[config.mk]
export PLATFORM = sky130hd
export DESIGN_NAME = demux7_buf
export DESIGN_NICKNAME = d
export VERILOG_FILES = /design/src/rtl/demux7_buf.sv
export SDC_FILE = /design/constraint.sdc
export NUM_CORES = 1
export LEC_CHECK = 0
export CAP_MARGIN = 5
export CORE_MARGIN = 4
export CORE_UTILIZATION = 39
export CTS_CLUSTER_DIAMETER = 150
export DETAILED_ROUTE_END_ITERATION = 12
export DONT_BUFFER_PORTS = 1
export SETUP_SLACK_MARGIN = 0.15
export SLEW_MARGIN = 25
export SYNTH_ARGS = -nofsm -noshare
export SYNTH_HDL_FRONTEND = slang
export SYNTH_SLANG_ARGS = --single-unit
[constraint.sdc]
create_clock -name clk -period 2.4 [get_ports clk]
set_input_delay 0.36 -clock clk [delete_from_list [all_inputs] [get_ports clk]]
set_output_delay 0.36 -clock clk [all_outputs]
set_load 0.005 [all_outputs]
[src/rtl/demux7_buf.sv]
// demux7_buf: 1-to-2 routing buffer that steers each input word into one of two per-channel FIFOs.
//   clk        : clock, rising edge
//   rst_n      : asynchronous active-low reset
//   in_valid/in_ready/in_sel/in_data : producer side, in_sel picks channel 0 or 1
//   out0_valid/out0_ready/out0_data  : channel 0 consumer handshake
//   out1_valid/out1_ready/out1_data  : channel 1 consumer handshake
//   DEMUX7_CNT_EN (macro) adds out0_cnt/out1_cnt pop counters and the drop_stall flag
module demux7_buf #(
    parameter int WIDTH = 7,
    parameter int DEPTH = 2
) (
    input  logic             clk,
    input  logic             rst_n,
    input  logic             in_valid,
    output logic             in_ready,
    input  logic             in_sel,
    input  logic [WIDTH-1:0] in_data,
`ifdef DEMUX7_CNT_EN
    output logic [7:0]       out0_cnt,
    output logic [7:0]       out1_cnt,
    output logic             drop_stall,
`endif
    output logic             out0_valid,
    input  logic             out0_ready,
    output logic [WIDTH-1:0] out0_data,
    output logic             out1_valid,
    input  logic             out1_ready,
    output logic [WIDTH-1:0] out1_data
);
    localparam int AW = $clog2(DEPTH);

    logic [AW-1:0]    wp_q [2];
    logic [AW-1:0]    wp_d [2];
    logic [AW-1:0]    rp_q [2];
    logic [AW-1:0]    rp_d [2];
    logic [AW:0]      occ_q [2];
    logic [AW:0]      occ_d [2];
    logic [WIDTH-1:0] mem_q [2][DEPTH];
    logic [WIDTH-1:0] mem_d [2][DEPTH];
    logic [1:0]       full;
    logic [1:0]       vld;
    logic [1:0]       push;
    logic [1:0]       pop;

    // A full target channel stalls the producer even when the other channel has room.
    assign in_ready   = !full[in_sel];
    assign out0_valid = vld[0];
    assign out1_valid = vld[1];
    assign out0_data  = mem_q[0][rp_q[0]];
    assign out1_data  = mem_q[1][rp_q[1]];
    assign pop        = vld & {out1_ready, out0_ready};

    always_comb begin
        for (int c = 0; c < 2; c++) begin
            full[c] = occ_q[c] == (AW+1)'(DEPTH);
            vld[c]  = occ_q[c] != '0;
            push[c] = in_valid && in_ready && (in_sel == c[0]);
        end
        for (int c = 0; c < 2; c++) begin
            wp_d[c]  = wp_q[c] + AW'(push[c]);
            rp_d[c]  = rp_q[c] + AW'(pop[c]);
            occ_d[c] = occ_q[c] + (AW+1)'(push[c]) - (AW+1)'(pop[c]);
        end
        mem_d = mem_q;
        if (push[in_sel]) mem_d[in_sel][wp_q[in_sel]] = in_data;
    end

    always_ff @(posedge clk or negedge rst_n) begin
        if (!rst_n) begin
            for (int c = 0; c < 2; c++) begin
                wp_q[c]  <= '0;
                rp_q[c]  <= '0;
                occ_q[c] <= '0;
                for (int i = 0; i < DEPTH; i++) mem_q[c][i] <= '0;
            end
        end else begin
            wp_q  <= wp_d;
            rp_q  <= rp_d;
            occ_q <= occ_d;
            mem_q <= mem_d;
        end
    end

`ifdef DEMUX7_CNT_EN
    logic [7:0] pcnt_q [2];
    logic [7:0] pcnt_d [2];
    logic       drop_stall_q;
    logic       drop_stall_d;

    assign out0_cnt   = pcnt_q[0];
    assign out1_cnt   = pcnt_q[1];
    assign drop_stall = drop_stall_q;

    always_comb begin
        for (int c = 0; c < 2; c++) pcnt_d[c] = pcnt_q[c] + 8'(pop[c]);
        drop_stall_d = in_valid && !in_ready;
    end

    always_ff @(posedge clk or negedge rst_n) begin
        if (!rst_n) begin
            pcnt_q[0]    <= '0;
            pcnt_q[1]    <= '0;
            drop_stall_q <= 1'b0;
        end else begin
            pcnt_q       <= pcnt_d;
            drop_stall_q <= drop_stall_d;
        end
    end
`endif
endmodule
# ---- Yosys cells after proc, flatten, opt, wreduce, memory -nomap -nowiden
# Cells that the tools add are included.
dict set report op_classes {
  addsub 8
  n_lt_le_gt_ge 7
  bitwise 6
  eq_ne 2
  mux 18
  n_reduce_logical 8
}
# operator count
set op_table {}
lappend op_table {{2-to-1 mux 7 bit} 7}
lappend op_table {{bitwise mux 28 bit} 1}
lappend op_table {{demux 14 bit (select 1 bit)} 1}
lappend op_table {{2-to-1 mux 14 bit} 1}
lappend op_table {{greater-or-equal comparator 2 bit, second input constant} 4}
lappend op_table {{NOT 1 -> 2 bit} 4}
lappend op_table {{demux 7 bit (select 1 bit)} 1}
lappend op_table {{2-to-1 mux 1 bit} 7}
lappend op_table {{logical AND 1 bit} 5}
lappend op_table {{adder 1 bit} 4}
lappend op_table {{adder 2 x 1 -> 2 bit} 2}
lappend op_table {{equality test 2 bit, second input constant} 2}
lappend op_table {{less-than comparator 2 x 1 -> 1 bit, second input constant} 2}
lappend op_table {{nonzero test 2 bit} 2}
lappend op_table {{subtractor 2 x 1 -> 2 bit} 2}
lappend op_table {{bitwise AND 2 bit} 1}
lappend op_table {{less-than comparator 1 x 2 -> 1 bit, second input constant} 1}
lappend op_table {{zero test 1 bit} 1}
lappend op_table {{NOT 1 bit} 1}
dict set report word_totals {
  input_bits 13
  output_inout_bits 17
  register_bits 36
}

# ---- Logic depth before layout (Yosys ltp)
dict set report depth {
  ltp_word 12
  ltp_mapped 7
  depth_no_buf 7
}

# ---- Worst setup path before layout
# OpenSTA, ideal clock, no wires.
dict set report synth_timing {
  path_type {flip-flop to flip-flop}
  start {reg occ_q[0] (netlist bit)}
  end {reg occ_q[1] (netlist bit)}
  setup_time_ns 0.123
  required_time_ns 2.277
  slack_ns 0.697
  t_arrival_ns 1.581
  stages_incl_launch_ff 8
  synth_period_minus_slack_ns 1.703
  n_path_buf 0
  cell_sequence {dfrtp_1 or2_2 and2_1 ha_1 inv_1 ha_1 xnor2_1 xnor2_1}
}
# element line_no
set synth_rtl {}
lappend synth_rtl {{from (decl)} 36} ;# logic [AW:0] occ_q [2];
lappend synth_rtl {{from (signal, indexed assignment)} 73} ;# occ_q[c] <= '0;
lappend synth_rtl {{from (signal assigned)} 79} ;# occ_q <= occ_d;

==> results.txt <==
Commonest cells after routing, fill and taps aside = dfrtp_1 (36), mux2_2 (35), mux2_4 (7)
Largest net degree at the start of global routing = 37
Die area = 5400 um2
Pre-CTS setup slack = 0.599 ns
Total number of vias = 874
Die W = 73.5 um
Total track usage = 12.6%
Yosys cell types = 22
Port-buffer cells = 0
FMAX = 557 MHz
R2R depth = 7
Sequential area share after synthesis = 53.9%
# setup viols final = 0
Max cap viols = 0
Die Y = 73.5 um
Core area = 4090 um2
Final Cycle Share = 74.7%
Hold path endpoint = mem_q[19]
Clock sink count = 36
Ports = 30
First-pass GRT wire length = 4870 um
Total Neg Setup Slack = 0 ns
Status = complete, no violations
Final wirelength = 2940 um
Hold_sp = in_data[5]
Post-route ant nets = 0
Worst clock skew = 0.00801 ns
Final Util = 45.0%
CP required = 2.61 ns
Post-synthesis register bit count = 36
Type of origin of the critical path = flop
Crit Reg-Reg Endpoint = occ_q[1]
First drt pass iteration count = 3
Synth area leaders = dfrtp_1 (54%), mux2_2 (24%), mux2_4 (6.3%), xnor2_1 (3.1%), ha_1 (3.0%)
Critical path peak fanout = 4
Top cell type's share of synthesized area = 53.9%
Yosys synthesis warning count = 0
Max_slew headroom = 57.5%
Critical Path AT = 2.01 ns
Vias in the first global route = 921
Cell Count, Final, Fillers Out = 170
Diode count = 0
Synthesized area = 1670 um2
CTS resizes = 0
PwrDens = 1350 nW/um2
WHS Path Cells = 1
Measured slew at the worst slew-check pin = 0.634 ns
Post-route setup slack = 0.606 ns
Clk pin slew, worst setup/hold paths = 0.07 ns
Starting density of the core = 40.9%
Initial antenna violation count = 0
Synth area leader = dfrtp_1
Inserted Clock Buffers = 5
Area growth syn-to-layout = 9.95%
Post-Syn Area per Cell = 14.8 um2
Drt wl/cell = 17.3 um
Mapped Cells = 113
Synth Net Count = 130
Clk Latency, worst-skew pair = 0.29 ns
Nets = 136
CTS tree = yes
FP Rows = 23
CTS Buffer Depth = 2
Post-DP HPWL = 2110 um
GP Congestion = 0.712
Worst vdd ir = 0.597 mV
Lkg Pwr = 0.809 nW
Iter 0 DRT Violations = 42
RSZ-0062 raised after global routing = no
# H-tree levels = 2
Dpl cells = 160
Layout cell share with drive strength beyond 1 = 47.5%
Reg2reg start = occ_q[0]
Most common cell after layout, fill and taps aside = dfrtp_1
GR Overflow Total = 0
Crit end category = flop
Root buffer cell = clkbuf_8
Slew Viols, Final = 0
Drc violations = 0
Min Tclk post-route = 1.79 ns
Pwr Total = 0.00248 W
Hold Path Class = primary input to flop
Final Hold Fails = 0
Reg-to-reg slack, setup = 0.61 ns
Critical path class = flop to flop
# fillers = 376
Via density = 5.14
==> where the power goes <==
group	internal [W]	switching (W)	total, W
clock network	0.000229	0.000214	0.000443
registers	0.000923	0.000225	0.00115
logic	0.000564	0.000321	0.000885
total	0.00172	0.000760	0.00248
==> worst max-delay path by stage <==
stage / from / end / slack (ns) / depth (start not counted)
floorplan: occ_q[0] / occ_q[1] / 0.70 / 7
global placement: occ_q[0] / occ_q[1] / 0.65 / 7
detailed placement: occ_q[0] / occ_q[1] / 0.60 / 7
CTS: occ_q[0] / occ_q[1] / 0.58 / 7
global route: occ_q[0] / occ_q[1] / 0.48 / 7
finish: occ_q[0] / occ_q[1] / 0.61 / 7
==> synth_stat cells <==
| master | n |
|---|---|
| a21oi_1 | 1 |
| and2_1 | 2 |
| and2b_4 | 1 |
| buf_6 | 1 |
| clkbuf_1 | 2 |
| dfrtp_1 | 36 |
| ha_1 | 4 |
| inv_1 | 2 |
| mux2_2 | 35 |
| mux2_4 | 7 |
| nand2_1 | 1 |
| nand2b_1 | 3 |
| nand2b_4 | 1 |
| nand3_1 | 1 |
| nand4_1 | 1 |
| nor2_1 | 1 |
| nor2b_1 | 1 |
| nor3_2 | 2 |
| or2_2 | 2 |
| or3b_1 | 1 |
| xnor2_1 | 6 |
| xor2_1 | 2 |
==> critical path, stage by stage, from the launching register on <==
cell and delay (ns):
dfrtp_1 0.40, or2_2 0.32, and2_1 0.19, ha_1 0.28
inv_1 0.03, ha_1 0.17, xnor2_1 0.18, xnor2_1 0.14
==> final cells by class <==
type / count / area, um2 / share of cell area (%)
Multi-Input combinational cell: 72 / 746 / 40.5
Clock buffer: 6 / 82.6 / 4.49
Timing Repair Buffer: 2 / 30.0 / 1.63
Clock inverter: 2 / 10.0 / 0.544
Tap cell: 50 / 62.6 / 3.40
Inverter: 2 / 7.51 / 0.408
Sequential cell: 36 / 901 / 49.0
==> registers in the layout, indices dropped and copies added, names as in the netlist <==
| name | cells |
|---|---|
| rp_q | 2 |
| mem_q | 28 |
| wp_q | 2 |
| occ_q | 4 |
==> through the flow <==
step / hold slack (ns) / area [um2]
global placement: 0.0653 / 1720
global route: 0.190 / 1840
floorplan: 0.0644 / 1670
detailed placement: 0.0654 / 1720
finish: 0.208 / 1840
CTS: 0.202 / 1840
==> routing by layer <==
| layer | track usage (%) | routed length, um | vias to the layer above |
|---|---|---|---|
| met5 | 0 | 0 | - |
| li1 | - | - | 404 |
| met2 | 18.2 | 1320 | 24 |
| met3 | 6.84 | 258 | 8 |
| met4 | 5.43 | 57 | 0 |
| met1 | 15.6 | 1300 | 438 |
==> repair_timing <==
action / 4_1_cts / 5_1_grt
endpoints found under the hold margin: 36 / 0
hold buffers: 2 / 0
setup buffers: 0 / 0
==> cells by family (layout without fill, tap and decap cells) <==
family,after synthesis,count (layout),share of synthesized area (%)
muxes,42,42,29.8
xor gates and xnor gates,8,8,4.19
and+or+nand+nor,17,17,7.25
adders and majority gates,4,4,2.99
buffers and inverters,5,12,1.57
DFF,36,36,53.9
AOI/OAI and AO/OA,1,1,0.299
(Power assumes the default switching activity.)
